File: config.mk
export PLATFORM = sky130hd
export DESIGN_NAME = ps2_key_tracker
export DESIGN_NICKNAME = d
export VERILOG_FILES = /design/src/rtl/ps2_key_tracker.sv
export SDC_FILE = /design/constraint.sdc
export NUM_CORES = 1
export LEC_CHECK = 0
export ABC_AREA = 1
export CAP_MARGIN = 20
export CORE_MARGIN = 3
export CORE_UTILIZATION = 60
export CTS_CLUSTER_DIAMETER = 120
export DETAILED_ROUTE_END_ITERATION = 16
export DONT_BUFFER_PORTS = 1
export GPL_TIMING_DRIVEN = 0
export PLACE_DENSITY = 0.76
export SLEW_MARGIN = 15
export SYNTH_ARGS = -nofsm -noshare
export SYNTH_HDL_FRONTEND = slang
export SYNTH_SLANG_ARGS = --single-unit
File: constraint.sdc
create_clock -name clock -period 1.7 [get_ports clock]
set_input_delay 0.255 -clock clock [delete_from_list [all_inputs] [get_ports clock]]
set_output_delay 0.255 -clock clock [all_outputs]
set_load 0.1 [all_outputs]
File: src/rtl/ps2_key_tracker.sv
`default_nettype none
// ============================================================================
//  Module   : ps2_key_tracker
//  Purpose  : Decodes a PS/2 scan-code byte stream (set 2) into held key
//             state for a small set of tracked keys. It emits press/release
//             pulses and remembers which tracked key was pressed last.
//  Revision : 1.0 - initial release
//
//  Ports
//    clock        in   1         system clock, rising edge
//    reset        in   1         asynchronous, active-high reset
//    scan_code    in   8         byte from PS/2 receiver
//    scan_ready   in   1         receiver byte-valid level
//    read         out  1         one-cycle acknowledge to receiver
//    key_down     out  NUM_KEYS  held state per channel
//    key_press    out  NUM_KEYS  one-cycle pulse on up->down
//    key_release  out  NUM_KEYS  one-cycle pulse on down->up
//    any_down     out  1         OR of key_down
//    last_key     out  IDXW      most recently pressed channel
//
//  Build option
//    PS2_KEY_TRACKER_EXT_EN : enables E0-prefixed (extended) decoding and
//                             KEY_EXT_MASK. When it is undefined, E0 is
//                             acknowledged and then ignored.
// ============================================================================
module ps2_key_tracker #(
  parameter int                      NUM_KEYS       = 4,
  // Channel 0 lives in the low byte: ch0=14, ch1=1B, ch2=1D, ch3=2D.
  parameter logic [8*NUM_KEYS-1:0]   KEY_CODES      = {8'h2D, 8'h1D, 8'h1B, 8'h14},
  parameter logic [NUM_KEYS-1:0]     KEY_EXT_MASK   = '0,
  parameter int                      TIMEOUT_CYCLES = 50000,
  parameter int                      IDXW           = 2
) (
  input  logic                clock,
  input  logic                reset,
  input  logic [7:0]          scan_code,
  input  logic                scan_ready,
  output logic                read,
  output logic [NUM_KEYS-1:0] key_down,
  output logic [NUM_KEYS-1:0] key_press,
  output logic [NUM_KEYS-1:0] key_release,
  output logic                any_down,
  output logic [IDXW-1:0]     last_key
);

  localparam int CW = $clog2(TIMEOUT_CYCLES + 1);

`ifdef PS2_KEY_TRACKER_EXT_EN
  localparam bit EXT_ENABLED = 1'b1;
  typedef enum logic [1:0] {IDLE = 2'd0, BRK = 2'd1, EXT = 2'd2, EXT_BRK = 2'd3} state_t;
`else
  localparam bit EXT_ENABLED = 1'b0;
  typedef enum logic [1:0] {IDLE = 2'd0, BRK = 2'd1} state_t;
`endif

  // With extended decoding disabled every channel behaves as unprefixed.
  localparam logic [NUM_KEYS-1:0] EFF_MASK = KEY_EXT_MASK & {NUM_KEYS{EXT_ENABLED}};

  state_t                r_state, w_next_state;
  logic                  r_ready_q;
  logic [CW-1:0]         r_cnt;
  logic                  w_accept;
  logic                  w_tmo;
  logic                  w_make;
  logic                  w_brk;
  logic                  w_ext;
  logic [NUM_KEYS-1:0]   w_hit;
  logic [IDXW-1:0]       w_idx;

  // A byte is taken only on a fresh rising edge of scan_ready and never
  // during the acknowledge cycle.
  assign w_accept = scan_ready & ~r_ready_q & ~read;
  assign w_tmo    = (r_cnt == CW'(TIMEOUT_CYCLES - 1));
  assign any_down = |key_down;

  always_ff @(posedge clock or posedge reset) begin
    if (reset) begin
      r_state   <= IDLE;
      r_ready_q <= 1'b0;
    end else begin
      r_state   <= w_next_state;
      r_ready_q <= scan_ready;
    end
  end

  // Next-state and byte classification. The accepted byte is decoded
  // straight from scan_code so the key outputs update one cycle after the
  // byte is accepted, while read is high.
  always_comb begin
    w_next_state = r_state;
    w_make       = 1'b0;
    w_brk        = 1'b0;
    w_ext        = 1'b0;
    if (w_accept) begin
      case (r_state)
        IDLE: begin
          if (scan_code == 8'hE0) begin
`ifdef PS2_KEY_TRACKER_EXT_EN
            w_next_state = EXT;
`else
            w_next_state = IDLE;
`endif
          end else if (scan_code == 8'hF0) begin
            w_next_state = BRK;
          end else begin
            w_make = 1'b1;
          end
        end
        BRK: begin
`ifdef PS2_KEY_TRACKER_EXT_EN
          w_brk        = 1'b1;
          w_next_state = IDLE;
`else
          // E0 is dropped silently; the break target is still pending.
          if (scan_code != 8'hE0) begin
            w_brk        = 1'b1;
            w_next_state = IDLE;
          end
`endif
        end
`ifdef PS2_KEY_TRACKER_EXT_EN
        EXT: begin
          if (scan_code == 8'hF0) begin
            w_next_state = EXT_BRK;
          end else if (scan_code != 8'hE0) begin
            w_make       = 1'b1;
            w_ext        = 1'b1;
            w_next_state = IDLE;
          end
        end
        EXT_BRK: begin
          w_brk        = 1'b1;
          w_ext        = 1'b1;
          w_next_state = IDLE;
        end
`endif
        default: w_next_state = IDLE;
      endcase
    end else if (r_state != IDLE && w_tmo) begin
      w_next_state = IDLE;
    end
  end

  // Channel match, scanning downward so the lowest index wins on duplicates.
  always_comb begin
    w_hit = '0;
    w_idx = '0;
    for (int i = NUM_KEYS - 1; i >= 0; i--) begin
      if (scan_code == KEY_CODES[8*i +: 8] && EFF_MASK[i] == w_ext) begin
        w_hit    = '0;
        w_hit[i] = 1'b1;
        w_idx    = IDXW'(i);
      end
    end
  end

  // Prefix timeout: counts only while a prefix is pending.
  always_ff @(posedge clock or posedge reset) begin
    if (reset) begin
      r_cnt <= '0;
    end else if (w_accept || r_state == IDLE || w_tmo) begin
      r_cnt <= '0;
    end else begin
      r_cnt <= r_cnt + CW'(1);
    end
  end

  always_ff @(posedge clock or posedge reset) begin
    if (reset) begin
      read        <= 1'b0;
      key_down    <= '0;
      key_press   <= '0;
      key_release <= '0;
      last_key    <= '0;
    end else begin
      read        <= w_accept;
      key_press   <= '0;
      key_release <= '0;
      // Typematic repeats of an already-held key are ignored.
      if (w_make && (|w_hit) && ((key_down & w_hit) == '0)) begin
        key_down  <= key_down | w_hit;
        key_press <= w_hit;
        last_key  <= w_idx;
      end
      if (w_brk && ((key_down & w_hit) != '0)) begin
        key_down    <= key_down & ~w_hit;
        key_release <= w_hit;
      end
    end
  end

endmodule
`default_nettype wire

==> key figures, run 1 <==
Floorplan
  • Site row count: 18
  • Die Y: 59.9 µm
  • Die area: 3590 µm²
  • Core Region: 2610 µm²
  • Initial Util: 0.667
  • Die X: 59.9 µm
  • Ports: 27

Place
  • Placed wire-length estimate: 2630 µm
  • Area post-placement: 1840 µm²
  • Number of port buffers: 0
  • Placed cells: 251
  • GP Congestion: 0.895

Critical path
  • RR Startpoint: read
  • WP data arrival: 1.43 ns
  • R2R depth: 6
  • Crit path largest cell delay: 0.64 ns
  • Crit path launch type: register
  • Crit-path leading delay family: flip-flops
  • Max stage delay cell, worst path: dfrtp_4
  • Critical Path RT: 1.44 ns
  • Critical Path End: any_down
  • Max FO, Critical Path: 3
  • Stages on worst setup path: 3
  • Crit path kind: register to primary output
  • R2r setup slk: 0.12 ns
  • CP Cell Sequence: inv_4 > nand4_1 > buf_12
  • Buf+Inv Stages, Crit Path: 2
  • CP Capture Type: primary output

STA
  • Hold Slack: 0.226 ns
  • Final setup fails: 0
  • Final Max Slew Viols: 0
  • RSZ-0062 raised after global routing: yes
  • Setup tns final: 0 ns
  • Skew final: 0.00691 ns
  • Final Critical Period: 1.68 ns
  • FMAX: 0.594 GHz
  • Rel. slew slack: 0.388
  • Fin crit share: 0.990
  • Slew at the pin with the worst max-slew slack: 0.918 ns
  • Final hold violations: 0

Yosys
  • Mapped Area: 1740 µm²
  • Mapped Cells: 219
  • Syn avg cell area: 7.96 µm²
  • Synth area leader: dfrtp_1
  • Synth area leaders: dfrtp_1, nand2_1, inv_1
  • Netlist cell types: 24
  • Yosys reg bits: 33
  • Synth Net Count: 231
  • Yosys warns: 0
  • Post-synthesis sequential area ratio: 0.474
  • Yosys top cell area share: 0.474

CTS
  • Reg clk slew, reported paths: 0.10 ns
  • CTS Buffer Depth: 2
  • CTS root buffer: clkbuf_4
  • # clock sinks: 33
  • CTS tree: done
  • CTS buffer count: 5
  • Clk Latency, worst-skew pair: 0.33 ns
  • Htree depth: 2

Power
  • PD cells: 645 nW/µm²
  • P_leak: 0.000979 µW
  • Peak supply drop: 679 µV
  • Combinational power share: 0.052
  • Int Power: 967 µW
  • Clk network pwr share: 0.328
  • Net Switching: 322 µW
  • Net Sw Frac: 0.250
  • Share of power burned in registers: 0.620

Routing
  • Drt first pass iters: 4
  • Final ANT Viol Nets: 0
  • Remaining DRCs: 0
  • Vias: 1424
  • WL/cell: 13.4 µm
  • Via density: 5.37
  • Final WL: 3540 µm
  • DR iter-0 viols: 67

Global route
  • Vias in the first global route: 1465
  • Largest net degree at the start of global routing: 22
  • Initial antenna violation count: 0
  • GRT Resource Usage Total: 0.227
  • First-pass GRT wire length: 5990 µm
  • GR Overflow Total: 0

Finish
  • Share of layout cells above drive strength 1: 0.230
  • Commonest non-fill, non-tap cell in the layout: nand2_1
  • Antenna cell count: 0
  • Fillers: 188
  • Nets@finish: 246
  • Commonest non-fill, non-tap cells in the layout: nand2_1, inv_1, nor2_1
  • P&R area growth vs syn: 14.7%
  • Final Cell Area: 2000 µm²
  • Non-filler cells, final: 265

Outcome
  • Run status: finished clean

Worst hold path
  • Hold WC Path Type: input port to register

Run
  • Max-cap violation count: 0
-- what timing repair did --
| item | in CTS | in global routing |
|---|---|---|
| pin swaps | 0 | 3 |
| hold endpoints to repair | 13 | 0 |
| setup buffers | 0 | 4 |
| gates resized for setup | 1 | 13 |
| hold buffers | 2 | 0 |
| endpoints found under the setup margin | 1 | 25 |
-- worst min-delay path by stage --
stage,startpoint,to,slack (ns),cells past startpoint
after detailed placement,reset,last_key[0],0.23,1
after floorplan,scan_ready,r_ready_q,0.29,0
after CTS,scan_ready,read,0.22,4
after global placement,scan_ready,r_ready_q,0.29,0
final,scan_ready,read,0.23,4
after global routing,scan_ready,read,0.23,4
-- cells by family (layout without fill, tap and decap cells) --
family / Yosys count / count (layout) / share of synthesized area
adders and majority gates: 1 / 1 / 0.00718
xor gates and xnor gates: 7 / 7 / 0.0352
DFF: 33 / 33 / 0.474
buffers and inverters: 41 / 57 / 0.0948
AOI/OAI and AO/OA: 9 / 9 / 0.0359
and+or+nand+nor: 128 / 128 / 0.353
-- power by group through the flow --
stage	combinational [µW]	clock (µW)	sequential, µW
5_1_grt	77.0	482	800
2_1_floorplan	43.7	0	815
3_5_place_dp	60.6	0	815
3_3_place_gp	50.3	0	815
4_1_cts	64.4	437	800
6_report	67.1	423	800
-- worst register-to-register path: cells and delay by family, from the launching register on --
family                 cells  cell delay [ns]
buffers and inverters      1             0.11
flip-flops                 1             0.63
AO/OA/AOI/OAI              1             0.05
AND/OR/NAND/NOR            4             0.68
-- per-layer routing --
metal / global-route usage / vias to the layer above / part of all wire
met5: 0 / - / 0
met4: 0.101 / 0 / 0.013
met3: 0.0842 / 6 / 0.062
met2: 0.406 / 49 / 0.53
met1: 0.232 / 665 / 0.39
li1: - / 704 / -
-- layout make-up --
cell class                 instances  area, µm²  area share
buffer                             2       18.8     0.00939
clock buffer                       5       37.5      0.0188
clock inverter                     3       17.5     0.00876
inverter                          39        154      0.0770
multi-input combinational        145        792       0.396
sequential                        33        845       0.422
tap                               30       37.5      0.0188
timing repair buffer               8       97.6      0.0488
-- Yosys cell counts --
| master | instances |
|---|---|
| nand3_2 | 1 |
| buf_6 | 1 |
| nor2_8 | 1 |
| nand3_1 | 19 |
| nor3_1 | 9 |
| dfrtp_1 | 33 |
| nor4_1 | 1 |
| o211ai_1 | 1 |
| nand2_4 | 1 |
| nor2_1 | 36 |
| ha_1 | 1 |
| nor2_2 | 7 |
| nand2_2 | 4 |
| inv_1 | 39 |
| a21oi_2 | 4 |
| nor2_4 | 1 |
| nand4_1 | 3 |
| buf_4 | 1 |
| xor2_1 | 5 |
| nor3_2 | 4 |
| nand2_1 | 41 |
| o21ai_0 | 3 |
| a21oi_1 | 1 |
| xnor2_1 | 2 |
-- per-stage QoR --
stage                util  total power, µW  setup slack [ns]
floorplan               -              858            -0.177
global placement    0.688              865            -0.201
detailed placement  0.704              876           0.00740
CTS                 0.734             1300           0.00258
global route        0.765             1360           -0.0733
finish              0.765             1290            0.0174
Note: power is estimated with default switching activity, not from simulation.
==> run 2, diff against run 1 <==
Settings changed: GPL_TIMING_DRIVEN 0 to unset.
==> run 2 against run 1 <==
- critical path type is now register to register
- non-clock buffer count is 10 higher
- fmax is 11% higher
- hold slack better by 0.011 ns
- setup slack better by 0.16 ns
- cell area hardly changed
- global-route usage is 0.23 points lower
- clock power is 1% higher
==> key figures, run 2 (synthesized netlist as in run 1, its figures left out) <==
Critical path
  • Critical Path RT: 1.93 ns (+0.49 ns)
  • Max FO, Critical Path: 4 (+1)
  • Crit path largest cell delay: 0.38 ns (-0.26 ns)
  • CP Cell Sequence: nor2_1 > nand2_1 > nor2_2 > nand2_1 > nor3_2 > a21oi_2
  • CP Capture Type: register
  • WP data arrival: 1.75 ns (+0.32 ns)
  • R2R depth: 6 (unchanged)
  • Most used cell along the critical path: nand2_1
  • Crit path launch type: register
  • Max stage delay cell, worst path: dfrtp_1
  • R2r setup slk: 0.18 ns (+0.06 ns)
  • RR Startpoint: r_ready_q
  • Crit path kind: register to register

STA
  • Final Max Slew Viols: 0 (unchanged)
  • RSZ-0062 raised after global routing: no
  • Final setup margin: 0.180 ns (+0.163 ns)
  • Rel. slew slack: 0.737 (+0.349)
  • Slew at the pin with the worst max-slew slack: 0.394 ns (-0.524 ns)
  • Fin crit share: 0.894 (-0.0957)
  • Skew final: 0.00733 ns (+0.000426 ns)
  • FMAX: 0.658 GHz (+11%)
  • Final setup fails: 0 (unchanged)
  • Final Critical Period: 1.52 ns (-0.163 ns)
  • Final hold violations: 0 (unchanged)

Finish
  • Share of layout cells above drive strength 1: 0.241 (+0.0110)
  • Commonest non-fill, non-tap cell in the layout: nand2_1
  • P&R area growth vs syn: 14.6% (about the same)
  • Antenna cell count: 0 (unchanged)
  • Fillers: 198 (+5.3%)
  • Nets@finish: 256 (+4.1%)
  • Commonest non-fill, non-tap cells in the layout: nand2_1, inv_1, nor2_1
  • Final Cell Area: 2000 µm² (about the same)
  • Non-filler cells, final: 275 (+3.8%)
  • Sequential Area: 842 µm² (-0.30%)
  • Area of the multi-input gates: 762 µm² (-3.8%)

Worst hold path
  • Hold depth: 5 (+1)
  • Hold WC Path Type: input port to register
  • Hold path start: scan_code[0]
  • Hold path endpoint: key_release[0]

Routing
  • WL/cell: 12.3 µm (-7.7%)
  • DR iter-0 viols: 52 (-22%)
  • Final ANT Viol Nets: 0 (unchanged)
  • Remaining DRCs: 0 (unchanged)
  • Vias: 1448 (+1.7%)
  • Final WL: 3390 µm (-4.2%)
  • Drt first pass iters: 4 (unchanged)
  • Via density: 5.27 (-2.0%)

Run
  • Max-cap violation count: 0 (unchanged)

Floorplan
  • Ports: 27 (unchanged)
  • Die X: 59.9 µm (unchanged)
  • Core Region: 2610 µm² (unchanged)
  • Die Y: 59.9 µm (unchanged)
  • Initial Util: 0.667 (unchanged)
  • Site row count: 18 (unchanged)
  • Die area: 3590 µm² (unchanged)

Global route
  • GRT Resource Usage Total: 0.224 (-0.00232)
  • Initial antenna violation count: 0 (unchanged)
  • Largest net degree at the start of global routing: 34 (+55%)
  • GR Overflow Total: 0 (unchanged)
  • Vias in the first global route: 1527 (+4.2%)
  • First-pass GRT wire length: 6060 µm (+1.2%)

CTS
  • Clk Latency, worst-skew pair: 0.33 ns (about the same)
  • CTS root buffer: clkbuf_4
  • Reg clk slew, reported paths: 0.11 ns (about the same)
  • CTS tree: done
  • # clock sinks: 33 (unchanged)
  • CTS Buffer Depth: 2 (unchanged)
  • CTS buffer count: 5 (unchanged)
  • Setup Fix Bufs, Post-CTS: 0 (unchanged)
  • Htree depth: 2 (unchanged)

Power
  • PD cells: 645 nW/µm² (about the same)
  • Peak supply drop: 702 µV (+3.4%)
  • P_leak: 0.00101 µW (+3.4%)

Place
  • Placed wire-length estimate: 2610 µm (-0.43%)
  • Pre-CTS WS: 0.147 ns (+0.140 ns)
  • Number of port buffers: 0 (unchanged)
  • Placed cells: 265 (+5.6%)
  • GP Congestion: 0.920 (+2.8%)
  • Area post-placement: 1910 µm² (+4.0%)

Outcome
  • Run status: finished clean
[run 2: changes by cell type in the layout (fill, tap and decap cells not counted), sizes merged]
cell / change
buf: +10
[run 2: report_power, final]
group	internal, µW	switching (µW)	total (µW)
clock	156	274	429
combinational	18.3	52.1	70.4
sequential	787	1.20	788
total	961	327	1290
[run 2: how the worst max path moves through the flow]
stage	start	endpoint	slack (ns)	depth (start not counted)
floorplan	register	any_down	-0.18	2
global placement	r_cnt[0]	r_cnt[14]	0.22	8
detailed placement	r_cnt[0]	r_cnt[3]	0.15	6
CTS	r_cnt[0]	r_cnt[3]	0.12	6
global route	r_cnt[0]	r_cnt[6]	0.05	6
finish	r_ready_q	register	0.18	6
[run 2: final cells by class]
| type | count | share of cell area |
|---|---|---|
| repair buffers | 20 | 0.0776 |
| well taps | 30 | 0.0188 |
| multi-input cells | 145 | 0.381 |
| flip-flops and latches | 33 | 0.421 |
| clock inverters | 3 | 0.00877 |
| inverters | 39 | 0.0733 |
| clock buffers | 5 | 0.0188 |
[run 2: repair_timing]
action / CTS / global route
endpoints found under the setup margin: 0 / 5
gates resized for setup: 0 / 2
hold buffers: 2 / 0
endpoints found under the hold margin: 34 / 0
[run 2: critical path: cells and delay by family (launching register included)]
| family | cells | cell delay [ns] |
|---|---|---|
| AO/OA/AOI/OAI | 1 | 0.05 |
| flip-flops | 1 | 0.38 |
| AND/OR/NAND/NOR | 5 | 0.99 |
[run 2: stage by stage]
| step | TNS (ns) | util | power (µW) | hold slack (ns) |
|---|---|---|---|---|
| after floorplan | -0.177 | - | 858 | 0.286 |
| after global placement | 0 | 0.732 | 869 | 0.249 |
| after detailed placement | 0 | 0.732 | 872 | 0.255 |
| after CTS | 0 | 0.761 | 1300 | 0.221 |
| after global routing | 0 | 0.765 | 1340 | 0.247 |
| final | 0 | 0.765 | 1290 | 0.237 |
[run 2: routing by layer]
metal	wire, µm	up-vias	GRT usage
met4	91	0	0.104
met2	1820	36	0.404
met1	1320	667	0.235
met5	0	-	0
li1	-	729	-
met3	160	16	0.0670
